==> src/rtl/silife_control_regs.sv <==
// silife_control_regs
// Run-control register block for the cell grid. Decodes the loader's control
// write port into enable/wrap/period/limit registers, paces generation steps
// with a programmable down-counter, and hands each step to the grid through a
// one-deep pending slot released by i_step_ready.
//
// Optional feature macro: SILIFE_CTRL_READBACK_EN
//   Defined   : adds i_rd_addr / o_rd_data, a registered read port (1-cycle latency).
//   Undefined : the block is write-only and those ports do not exist.

module silife_control_regs #(
    parameter int STEP_BITS = 16
) (
    input  logic                 clk,
    input  logic                 reset,
    input  logic                 i_write,
    input  logic [23:0]          i_addr,
    input  logic [31:0]          i_data,
    input  logic                 i_step_ready,
    output logic                 o_enable,
    output logic                 o_wrap,
    output logic                 o_step,
    output logic [STEP_BITS-1:0] o_step_count,
    output logic                 o_overrun
`ifdef SILIFE_CTRL_READBACK_EN
    ,
    input  logic [23:0]          i_rd_addr,
    output logic [31:0]          o_rd_data
`endif
);

    localparam logic [23:0] ADDR_CTRL   = 24'h000000;
    localparam logic [23:0] ADDR_PERIOD = 24'h000001;
    localparam logic [23:0] ADDR_LIMIT  = 24'h000002;
    localparam logic [23:0] ADDR_COUNT  = 24'h000003;

    localparam logic [STEP_BITS-1:0] COUNT_ONE = STEP_BITS'(1);
    localparam logic [STEP_BITS-1:0] COUNT_MAX = '1;

    // Architectural state
    logic                 enable_q;
    logic                 wrap_q;
    logic                 overrun_q;
    logic                 pending_q;
    logic [23:0]          period_q;
    logic [23:0]          timer_q;
    logic [STEP_BITS-1:0] limit_q;
    logic [STEP_BITS-1:0] count_q;

    // Next-state values
    logic                 enable_d;
    logic                 wrap_d;
    logic                 overrun_d;
    logic                 pending_d;
    logic [23:0]          period_d;
    logic [23:0]          timer_d;
    logic [STEP_BITS-1:0] limit_d;
    logic [STEP_BITS-1:0] count_d;

    // Decoded events for the current cycle
    logic                 ctrl_wr;
    logic                 period_wr;
    logic                 limit_wr;
    logic                 step_req;
    logic                 clear_req;
    logic                 enable_rise;
    logic                 expire;
    logic                 issue;
    logic                 auto_stop;
    logic [23:0]          new_period;
    logic [STEP_BITS-1:0] count_inc;

    // Decode the write port and derive the per-cycle step events
    always_comb begin
        ctrl_wr     = i_write && (i_addr == ADDR_CTRL);
        period_wr   = i_write && (i_addr == ADDR_PERIOD);
        limit_wr    = i_write && (i_addr == ADDR_LIMIT);
        step_req    = ctrl_wr && i_data[2];
        clear_req   = ctrl_wr && i_data[3];
        enable_rise = ctrl_wr && i_data[0] && !enable_q;
        new_period  = (i_data[23:0] == 24'd0) ? 24'd1 : i_data[23:0];
        expire      = enable_q && (timer_q == 24'd0);
        issue       = pending_q && i_step_ready && !reset;
        count_inc   = (count_q == COUNT_MAX) ? count_q : (count_q + COUNT_ONE);
        auto_stop   = issue && !clear_req && (limit_q != '0) && (count_inc == limit_q);
    end

    // Next-state logic for the register file, timer, pending slot and counters
    always_comb begin
        wrap_d    = wrap_q;
        period_d  = period_q;
        limit_d   = limit_q;
        enable_d  = enable_q;
        timer_d   = timer_q;
        pending_d = pending_q;
        overrun_d = overrun_q;
        count_d   = count_q;

        if (ctrl_wr) begin
            wrap_d = i_data[1];
        end
        if (period_wr) begin
            period_d = new_period;
        end
        if (limit_wr) begin
            limit_d = i_data[STEP_BITS-1:0];
        end

        // A CTRL write overrides the auto-stop landing in the same cycle.
        if (ctrl_wr) begin
            enable_d = i_data[0];
        end else if (auto_stop) begin
            enable_d = 1'b0;
        end

        // Reloads take precedence over expiry; a frozen timer holds its value.
        if (enable_rise) begin
            timer_d = period_q - 24'd1;
        end else if (period_wr && enable_q) begin
            timer_d = new_period - 24'd1;
        end else if (expire) begin
            timer_d = period_q - 24'd1;
        end else if (enable_q) begin
            timer_d = timer_q - 24'd1;
        end

        // One-deep slot: expiry and single-step merge; an issue frees it.
        pending_d = (pending_q && !issue) || expire || step_req;

        if (clear_req) begin
            overrun_d = 1'b0;
        end else if (expire && pending_q && !issue) begin
            overrun_d = 1'b1;
        end

        if (clear_req) begin
            count_d = '0;
        end else if (issue) begin
            count_d = count_inc;
        end
    end

    // State registers with synchronous reset
    always_ff @(posedge clk) begin
        if (reset) begin
            enable_q  <= 1'b0;
            wrap_q    <= 1'b0;
            overrun_q <= 1'b0;
            pending_q <= 1'b0;
            period_q  <= 24'd1;
            timer_q   <= 24'd0;
            limit_q   <= '0;
            count_q   <= '0;
        end else begin
            enable_q  <= enable_d;
            wrap_q    <= wrap_d;
            overrun_q <= overrun_d;
            pending_q <= pending_d;
            period_q  <= period_d;
            timer_q   <= timer_d;
            limit_q   <= limit_d;
            count_q   <= count_d;
        end
    end

    // Drive outputs; the step pulse is the issue event itself
    always_comb begin
        o_enable     = enable_q;
        o_wrap       = wrap_q;
        o_overrun    = overrun_q;
        o_step_count = count_q;
        o_step       = issue;
    end

`ifdef SILIFE_CTRL_READBACK_EN
    // Registered read mux over the control registers
    always_ff @(posedge clk) begin
        if (reset) begin
            o_rd_data <= 32'd0;
        end else begin
            case (i_rd_addr)
                ADDR_CTRL:   o_rd_data <= {overrun_q, 29'd0, wrap_q, enable_q};
                ADDR_PERIOD: o_rd_data <= {8'd0, period_q};
                ADDR_LIMIT:  o_rd_data <= 32'(limit_q);
                ADDR_COUNT:  o_rd_data <= 32'(count_q);
                default:     o_rd_data <= 32'd0;
            endcase
        end
    end
`endif

endmodule
==> config.mk <==
export PLATFORM = sky130hd
export DESIGN_NAME = silife_control_regs
export DESIGN_NICKNAME = d
export VERILOG_FILES = /design/src/rtl/silife_control_regs.sv
export SDC_FILE = /design/constraint.sdc
export NUM_CORES = 1
export LEC_CHECK = 0
export CAP_MARGIN = 20
export CORE_MARGIN = 2
export CORE_UTILIZATION = 56
export DETAILED_ROUTE_END_ITERATION = 10
export GPL_TIMING_DRIVEN = 0
export HOLD_SLACK_MARGIN = 0.12
export PLACE_DENSITY_LB_ADDON = 0.15
export SYNTH_ARGS = -nofsm -noshare
export SYNTH_HDL_FRONTEND = slang
export SYNTH_SLANG_ARGS = --single-unit
export TNS_END_PERCENT = 100
==> constraint.sdc <==
create_clock -name clk -period 3.8 [get_ports clk]
set_input_delay 0.57 -clock clk [delete_from_list [all_inputs] [get_ports clk]]
set_output_delay 0.57 -clock clk [all_outputs]
set_load 0.02 [all_outputs]
**Word-level counts from Yosys, hierarchy flattened**

Cells that the tools add are included.

- Register bits after elaboration: 84
- Input bits: 60
- Output and inout port bits: 20

- Add/subtract/negate cells: 4
- Eq/ne operators: 4
- Mux-type cells: 8
- Reductions and logical operators: 30

Operators with widths:

| cell | number |
|---|---|
| 24-bit two-way mux | 5 |
| 24-bit zero test | 3 |
| 24-bit by 1-bit subtractor with 24-bit output (second input constant) | 3 |
| 24-bit by 1-bit == test with 1-bit output (second input constant) | 1 |
| 24-bit by 2-bit == test with 1-bit output (second input constant) | 1 |
| 1-bit logical AND | 17 |
| 16-bit by 1-bit adder with 16-bit output (second input constant) | 1 |
| 16-bit == test | 1 |
| 16-bit == test (second input constant) | 1 |
| 16-bit two-way mux | 1 |
| 16-bit nonzero test | 1 |
| 1-bit zero test | 4 |
| 4-bit nonzero test | 1 |
| 1-bit logical OR | 2 |
| 1-bit two-way mux | 2 |
| 2-bit nonzero test | 1 |
| 2-bit OR reduction | 1 |

**Logic depth before layout (Yosys ltp)**

- Word-level depth: 9
- Gate-level depth with buffers: 14
- Gate-level depth less buffers: 12

**Worst setup path after synthesis**

OpenSTA, ideal clock, no wires.

- Path type: input to register
- Start point: input i_data[11]
- End point: register timer_q[16]
- Arrival time: 3.106 ns
- Data required time: 3.721 ns
- Slack: 0.615 ns
- Stages on the path: 14
- Buffers on the path: 2
- Cell sequence: buf_2 nor4_2 nand4_1 nor2_1 nor2_1 ha_1 or3b_2 clkbuf_1 nor3_2 nand3b_1 xnor2_1 nor2_1 or3_1 a211oi_2

- Word-level cells in the longest chain between the ends: 5

RTL lines:

| item | RTL line | source |
|---|---|---|
| from (decl) | 18 | `input logic [31:0] i_data,` |
| 24-bit zero test | 81 | `new_period = (i_data[23:0] == 24'd0) ? 24'd1 : i_data[23:0];` |
| 24-bit two-way mux * | 81 |  |
| 24-bit by 1-bit subtractor with 24-bit output * | 120 | `timer_d = new_period - 24'd1;` |
| 24-bit two-way mux * | 119 | `end else if (period_wr && enable_q) begin` |
| 24-bit two-way mux * | 117 | `if (enable_rise) begin` |
| to (signal assigned) | 160 | `timer_q <= timer_d;` |
| to (decl) | 46 | `logic [23:0] timer_q;` |

Mark *: on every way between the ends. The rest lies on a longest branch, timed or not.
A chain may end at the register's enable or synchronous reset.

**Final worst setup path**

- Start point: input i_data[16]
- End point: register timer_q[16]

The elaborated chain is that of the path after synthesis.

==> results.md <==
Synthesis:
- After synthesis, the most frequently instantiated cells are 129 x sky130_fd_sc_hd__nand2_1, 84 x sky130_fd_sc_hd__dfxtp_1, 70 x sky130_fd_sc_hd__nor2_1, 65 x sky130_fd_sc_hd__a21oi_1, 44 x sky130_fd_sc_hd__xnor2_1.
- After synthesis the cells add up to 5690 sq um.
- The number of distinct standard cells referenced by the synthesized netlist is 79.
- Synthesis produced a netlist whose cell count is 753.
- In the post-synthesis netlist, the cell with the most instances is sky130_fd_sc_hd__nand2_1.
- The area share of the largest cell type after synthesis is 29.6%.
- Counting flops with a built-in enable in the synthesized netlist gives 0.
- When the netlist entered floorplanning its net count stood at 817.
- By area the synthesized netlist is led by sky130_fd_sc_hd__dfxtp_1 30%, sky130_fd_sc_hd__nand2_1 8.5%, sky130_fd_sc_hd__xnor2_1 6.8%.
- In the synthesized netlist the dominant register cell turns out to be sky130_fd_sc_hd__dfxtp_1.
- Summing the sequential cell areas from Yosys gives 29.6% of the chip area.
- Each instance of the synthesized netlist takes up on average 7.56 sq um.
- For this run, the number of Yosys warnings is 0.
- In this run, synthesis produced a sequential element count of 84.
- The proportion of register bits with asynchronous set or reset after synthesis is 0%.
- The biggest area consumer among synthesized cells is sky130_fd_sc_hd__dfxtp_1.

STA:
- The number of endpoints failing setup at the final stage is 0.
- The total count of max-transition violations in the final report is 0.
- Measured against its own limit, the worst slew margin works out to 25.9%.
- The final critical-path setup slack is 0.242 ns.
- The fmax is 281 MHz.
- The fraction of the cycle the final worst path needs is 93.6%.
- The worst setup skew after layout is 0.0122 ns.
- The number of failing hold endpoints at the final stage came to 0.
- The final critical delay including setup and external delays is 3.56 ns.
- For the pin with the worst max-slew slack, the measured transition is 1.10 ns.
- Setup repair after global routing left no endpoint under its margin.
- The final sum of negative setup slack is 0 ns.

Worst setup path:
- The kind of cell adding the most delay to the critical path is simple AND/OR/NAND/NOR gates.
- At the worst endpoint, the required time is 4.09 ns.
- Traced cell by cell, the critical path runs through clkdlybuf4s50_1, nor4_4, nand4_1, nor2_1, nor2_1, ha_1, or3b_2, nor3_4, nand3b_1, xnor2_1, nor2_1, or3_1, a211oi_2.
- The cell with the largest stage delay on the worst path is sky130_fd_sc_hd__clkdlybuf4s50_1.
- The largest fanout on the critical path is 6.
- The number of buffers and inverters on the critical path is 1.
- The launching element type of the critical path is a primary input.
- The worst setup path is of the primary input to flop kind.
- STA classifies the critical path endpoint as a flop.
- STA puts the critical path data arrival time at 3.85 ns.
- The cell type with the highest occurrence count on the critical path is sky130_fd_sc_hd__nor2_1.
- The delay of the slowest cell on the worst path is 0.62 ns.

Power:
- In this run the power density over the cells is 265 nW/um^2.
- The peak ir drop on the vdd network is 207 uV.
- In this run the static leakage power is 0.00255 uW.

Cells and area:
- The post-route cell area is 6850 sq um.
- The filler cells instantiated in the layout total 876.
- The synthesis-to-layout area growth is 20.4%.
- The share of post-route cells with drive strength above 1 is 7.52%.
- 0 antenna diodes ended up in the layout.
- The post-layout utilization of the core is 69.8%.
- The net count of the finished layout is 897.

Global route:
- Entering global routing, the biggest net connects 15 pins.
- In the global route stage, overall resource usage came out at 32.9%.
- The first-pass GRT wire length is 28800 um.
- The via count of the first global-routing pass is 5533.
- The initial antenna violation count is 0.
- The remaining global-route overflow is 0.

Clocking:
- The insertion delay to the later sink of the worst-skew pair is 0.37 ns.
- The number of sinks on the clock net is 84.
- The clock tree synthesis step divided the H-tree into 3 levels.
- The longest clock path from root to sink contains 2 buffers.
- Buffers inserted during clock tree synthesis total 9.
- The clock tree from TritonCTS is yes.
- The master cell of the clock root buffer is sky130_fd_sc_hd__clkbuf_8.
- Clock-pin slew was measured on the worst setup and hold paths at 0.08 ns.

Place:
- The weighted congestion reported at the end of routability-driven placement is 0.960.
- Summed over all nets, the half-perimeter wirelength after detailed placement is 13700 um.
- Prior to clock tree synthesis, the placed netlist has a worst setup slack of -0.633 ns.
- After detailed placement, the total cell area comes to 6520 sq um.
- The count of buffers added on input and output ports is 66.

Routing:
- The total number of vias is 6154.
- The DRC violation count after routing is 0.
- The via density per instance is 6.34.
- The count of nets left with antenna violations once routing finished came out at 0.
- The total wirelength of the detailed-routed design is 18300 um.
- For this run, the detailed router's first-pass iteration total came to 5.
- The DRC violation total after the first TritonRoute iteration is 650.
- The average wire per standard cell is 18.8 um.

Die:
- The die covers 11000 sq um.
- Pin placement for this block handled 80 I/O pins.
- The die is 105 um wide.
- For this configuration, the core starts out at a cell density of 58.0%.
- After floorplanning, the core was divided into 36 placement rows.
- The area of the core is 9820 sq um.
- In this run the vertical extent of the chip is 105 um.

Hold path:
- The class of the most critical hold timing path is flop to flop.

Job:
- The number of max-cap violations is 0.

Run status:
- The flow ran to the end, and the final reports show no timing, DRC or antenna violations.
==> path summary, 6_finish.rpt <==
kind | depth (start not counted) | endpoint | start | slack [ns]
worst max-delay path | 13 | timer_q[16] | i_data[16] | 0.24
worst min register to register | 2 | period_q[23] | period_q[23] | 0.47
worst min-delay path | 2 | period_q[23] | period_q[23] | 0.47
worst max register to register | 9 | timer_q[21] | timer_q[0] | 0.68
==> logic make-up (layout without fill, tap and decap cells) <==
logic type	after synthesis	in the layout	share of synthesized area (%)
and+or+nand+nor	371	371	33.9
AOI/OAI and AO/OA	151	151	16.9
DFF	84	84	29.6
xor gates and xnor gates	82	82	12.8
buffers and inverters	52	137	4.42
muxes	9	9	1.58
adders and majority gates	4	4	0.880
==> power by group <==
part	internal [uW]	switching [uW]
logic	61.4	71.9
registers	879	0.0000497
clock network	455	349
==> sequential cells by signal, indices dropped and copies added (netlist names) <==
| signal | cells |
|---|---|
| o_overrun | 1 |
| limit_q | 16 |
| o_step_count | 16 |
| period_q | 24 |
| pending_q | 1 |
| o_enable | 1 |
| o_wrap | 1 |
| timer_q | 24 |
==> cells in the final DEF, fill, tap and decap left out, types with 5 or more instances in the layout <==
cell / instances
sky130_fd_sc_hd__nand3b_1: 6
sky130_fd_sc_hd__nand3_1: 26
sky130_fd_sc_hd__buf_4: 5
sky130_fd_sc_hd__o31ai_1: 5
sky130_fd_sc_hd__inv_1: 11
sky130_fd_sc_hd__mux2i_1: 9
sky130_fd_sc_hd__o21ai_0: 24
sky130_fd_sc_hd__clkbuf_8: 10
sky130_fd_sc_hd__nand2_1: 129
sky130_fd_sc_hd__nor4_1: 20
sky130_fd_sc_hd__or4_1: 14
sky130_fd_sc_hd__nor3_1: 36
sky130_fd_sc_hd__clkdlybuf4s50_1: 56
sky130_fd_sc_hd__nor2_1: 70
sky130_fd_sc_hd__or3_1: 5
sky130_fd_sc_hd__xnor2_1: 44
sky130_fd_sc_hd__dfxtp_1: 84
sky130_fd_sc_hd__a211oi_1: 9
sky130_fd_sc_hd__clkbuf_1: 21
sky130_fd_sc_hd__dlymetal6s2s_1: 10
sky130_fd_sc_hd__o22ai_1: 6
sky130_fd_sc_hd__nand4_1: 18
sky130_fd_sc_hd__nand2b_1: 5
sky130_fd_sc_hd__xor2_1: 37
sky130_fd_sc_hd__buf_2: 11
sky130_fd_sc_hd__a21oi_1: 65
==> worst min-delay path, delay by kind of cell, from the launching register on <==
kind / cells / cell delay [ns]
flip-flops: 1 / 0.32
AO/OA/AOI/OAI: 1 / 0.05
AND/OR/NAND/NOR: 1 / 0.06
==> layer usage <==
metal / vias up / wire [um] / GRT usage, %
met5: - / 0 / 0
met4: 0 / 442 / 13.0
met3: 46 / 1890 / 6.49
met2: 346 / 8000 / 49.5
met1: 2878 / 7940 / 46.1
li1: 2884 / - / -
==> final cells by class <==
cell class | count | area [sq um] | share of cell area (%)
multi-input cells | 617 | 3790 | 55.3
flip-flops and latches | 84 | 1680 | 24.6
repair buffers | 71 | 721 | 10.5
plain buffers | 39 | 203 | 2.96
well taps | 133 | 166 | 2.43
clock buffers | 10 | 138 | 2.01
clock inverters | 6 | 111 | 1.63
inverters | 11 | 41.3 | 0.603
==> stage by stage <==
| stage | hold slack, ns | cells | power [uW] |
|---|---|---|---|
| after floorplan | 0.444 | 753 | 945 |
| after global placement | 0.451 | 952 | 1030 |
| after detailed placement | 0.461 | 953 | 1030 |
| after CTS | 0.472 | 968 | 1820 |
| after global routing | 0.493 | 971 | 1860 |
| final | 0.469 | 971 | 1820 |
==> repair_timing <==
action | CTS | global route
gates cloned | 0 | 0
setup buffers | 0 | 4
setup endpoints to repair | 6 | 10
pin swaps | 0 | 3
hold buffers | 0 | 0
gates resized for setup | 3 | 11
No activity file was read; power rests on OpenSTA's default activity.
==> RTL edit, RTL diff (same flow settings) <==
Put a register stage on the output `o_step_count`. The value now appears one clock later. The other outputs are not delayed to match.
--- a/src/rtl/silife_control_regs.sv
+++ b/src/rtl/silife_control_regs.sv
@@ -38,2 +38,4 @@
     localparam logic [STEP_BITS-1:0] COUNT_MAX = '1;
+
+    logic [STEP_BITS-1:0] o_step_count_d;
 
@@ -170,3 +172,3 @@
         o_overrun    = overrun_q;
-        o_step_count = count_q;
+        o_step_count_d = count_q;
         o_step       = issue;
@@ -191,2 +193,6 @@
 
+    always_ff @(posedge clk) begin
+        o_step_count <= o_step_count_d;
+    end
+
 endmodule
Behaviour: not the same (a bounded check fails within 4 cycles, from zero or initial values and one cycle with reset high).
==> RTL edit against the unedited design <==
- fmax down 3.4%
- worst setup slack got worse by 0.13 ns
- largest power group unchanged
- design area increased by 3.9%
- total power up 6.4%
- global-route usage grew 1.2 points
- sequential cell count grew 16
- cell count increased by 3.4%
- combinational power fell by 3%
- routed wire length grew 8.4%
- utilization is 1.4 points lower
- clock skew increased by 0.0039 ns
- synthesized area rose by 6.2%
- synthesized cell count grew 4.2%
==> RTL edit: results <==
set metrics [dict create \
    p_leak_nw 2.46 \
    met3_usage_pct 11.3 \
    synth_nets 849 \
    ir_worst_vdd_uv 260 \
    cts.clk_slew.worst_paths_ns 0.10 \
    seq_area_frac_synth_pct 33.1 \
    dp_slack_ns -0.633 \
    port_buffers 65 \
    post-place-cells 987 \
    ys_top_cells_by_count "nand2_1 (125), dfxtp_1 (100), nor2_1 (70)" \
    drive_above_1_share_pct 5.99 \
    ys_types 74 \
    routabilityCongestion 0.961 \
    wl_met3_mm 2.48 \
    drt_iter0_drc 532 \
    relSlewSlack_pct 32.9 \
    grt_pass1_wl_mm 30.6 \
    grt_pass1_vias 5798 \
    wl_met1_mm 8.68 \
    outcome "complete, no violations" \
    max_freq_ghz 0.271 \
    crit_arrival_ns 3.91 \
    wl_met2_mm 8.26 \
    dr.pass1.iters 7 \
    clock_skew_ns 0.0161 \
    fin_cells 1004 \
    grt_max_degree 17 \
    post_drt_wl_per_cell_um 19.7 \
    cp_slowest_stage_delay_ns 0.59 \
    grtUsageMet1_pct 48.1 \
    globalRouteMet2Util_pct 49.1 \
    cts_buffer_depth 2 \
    synth.area.top_cells "dfxtp_1 (33%), nand2_1 (7.8%), xnor2_1 (7.2%)" \
]
[RTL edit: what timing repair did]
item                                    CTS  global route
resized for setup                         6             5
cloned                                    0             0
endpoints found under the setup margin    5             5
buffers inserted                          0             2
pin swaps                                 0             2
hold buffers                              0             0
[RTL edit: cell type report]
class	count	area [um^2]
Multi-Input combinational cell	622	3810
Fill cell	936	3300
Sequential cell	100	2000
Timing Repair Buffer	68	669
Buffer	45	181
Tap cell	136	170
Clock buffer	11	131
Clock inverter	5	83.8
Inverter	17	63.8
[RTL edit: per-stage QoR]
step | total power, W | instance area, um^2
2_1_floorplan | 0.00112 | 6050
3_3_place_gp | 0.00120 | 6870
3_5_place_dp | 0.00120 | 6870
4_1_cts | 0.00193 | 7080
5_1_grt | 0.00198 | 7110
6_report | 0.00193 | 7110
[RTL edit: where the power goes]
| group | total (W) | internal (W) | switching [W] |
|---|---|---|---|
| sequential | 0.00105 | 0.00105 | 0.0000000000467 |
| clock | 0.000756 | 0.000376 | 0.000380 |
| combinational | 0.000129 | 0.0000573 | 0.0000714 |
[RTL edit: cell families after synthesis]
group / synth area share, %
xor+xnor: 12.2
buf+inv: 4.12
mux: 1.53
compound gates: 17.1
flops: 33.1
simple gates: 31.2
fa+ha+maj: 0.828
[RTL edit: path summary, 6_finish.rpt]
| check | from | endpoint | slack, ns | cells after the start |
|---|---|---|---|---|
| setup reg to reg | timer_q[0] | timer_q[19] | 0.42 | 10 |
| setup / recovery | i_data[10] | timer_q[22] | 0.12 | 13 |
| hold / removal | count_q[2] | o_step_count[2] | 0.36 | 0 |
| hold reg to reg | count_q[2] | o_step_count[2] | 0.36 | 0 |
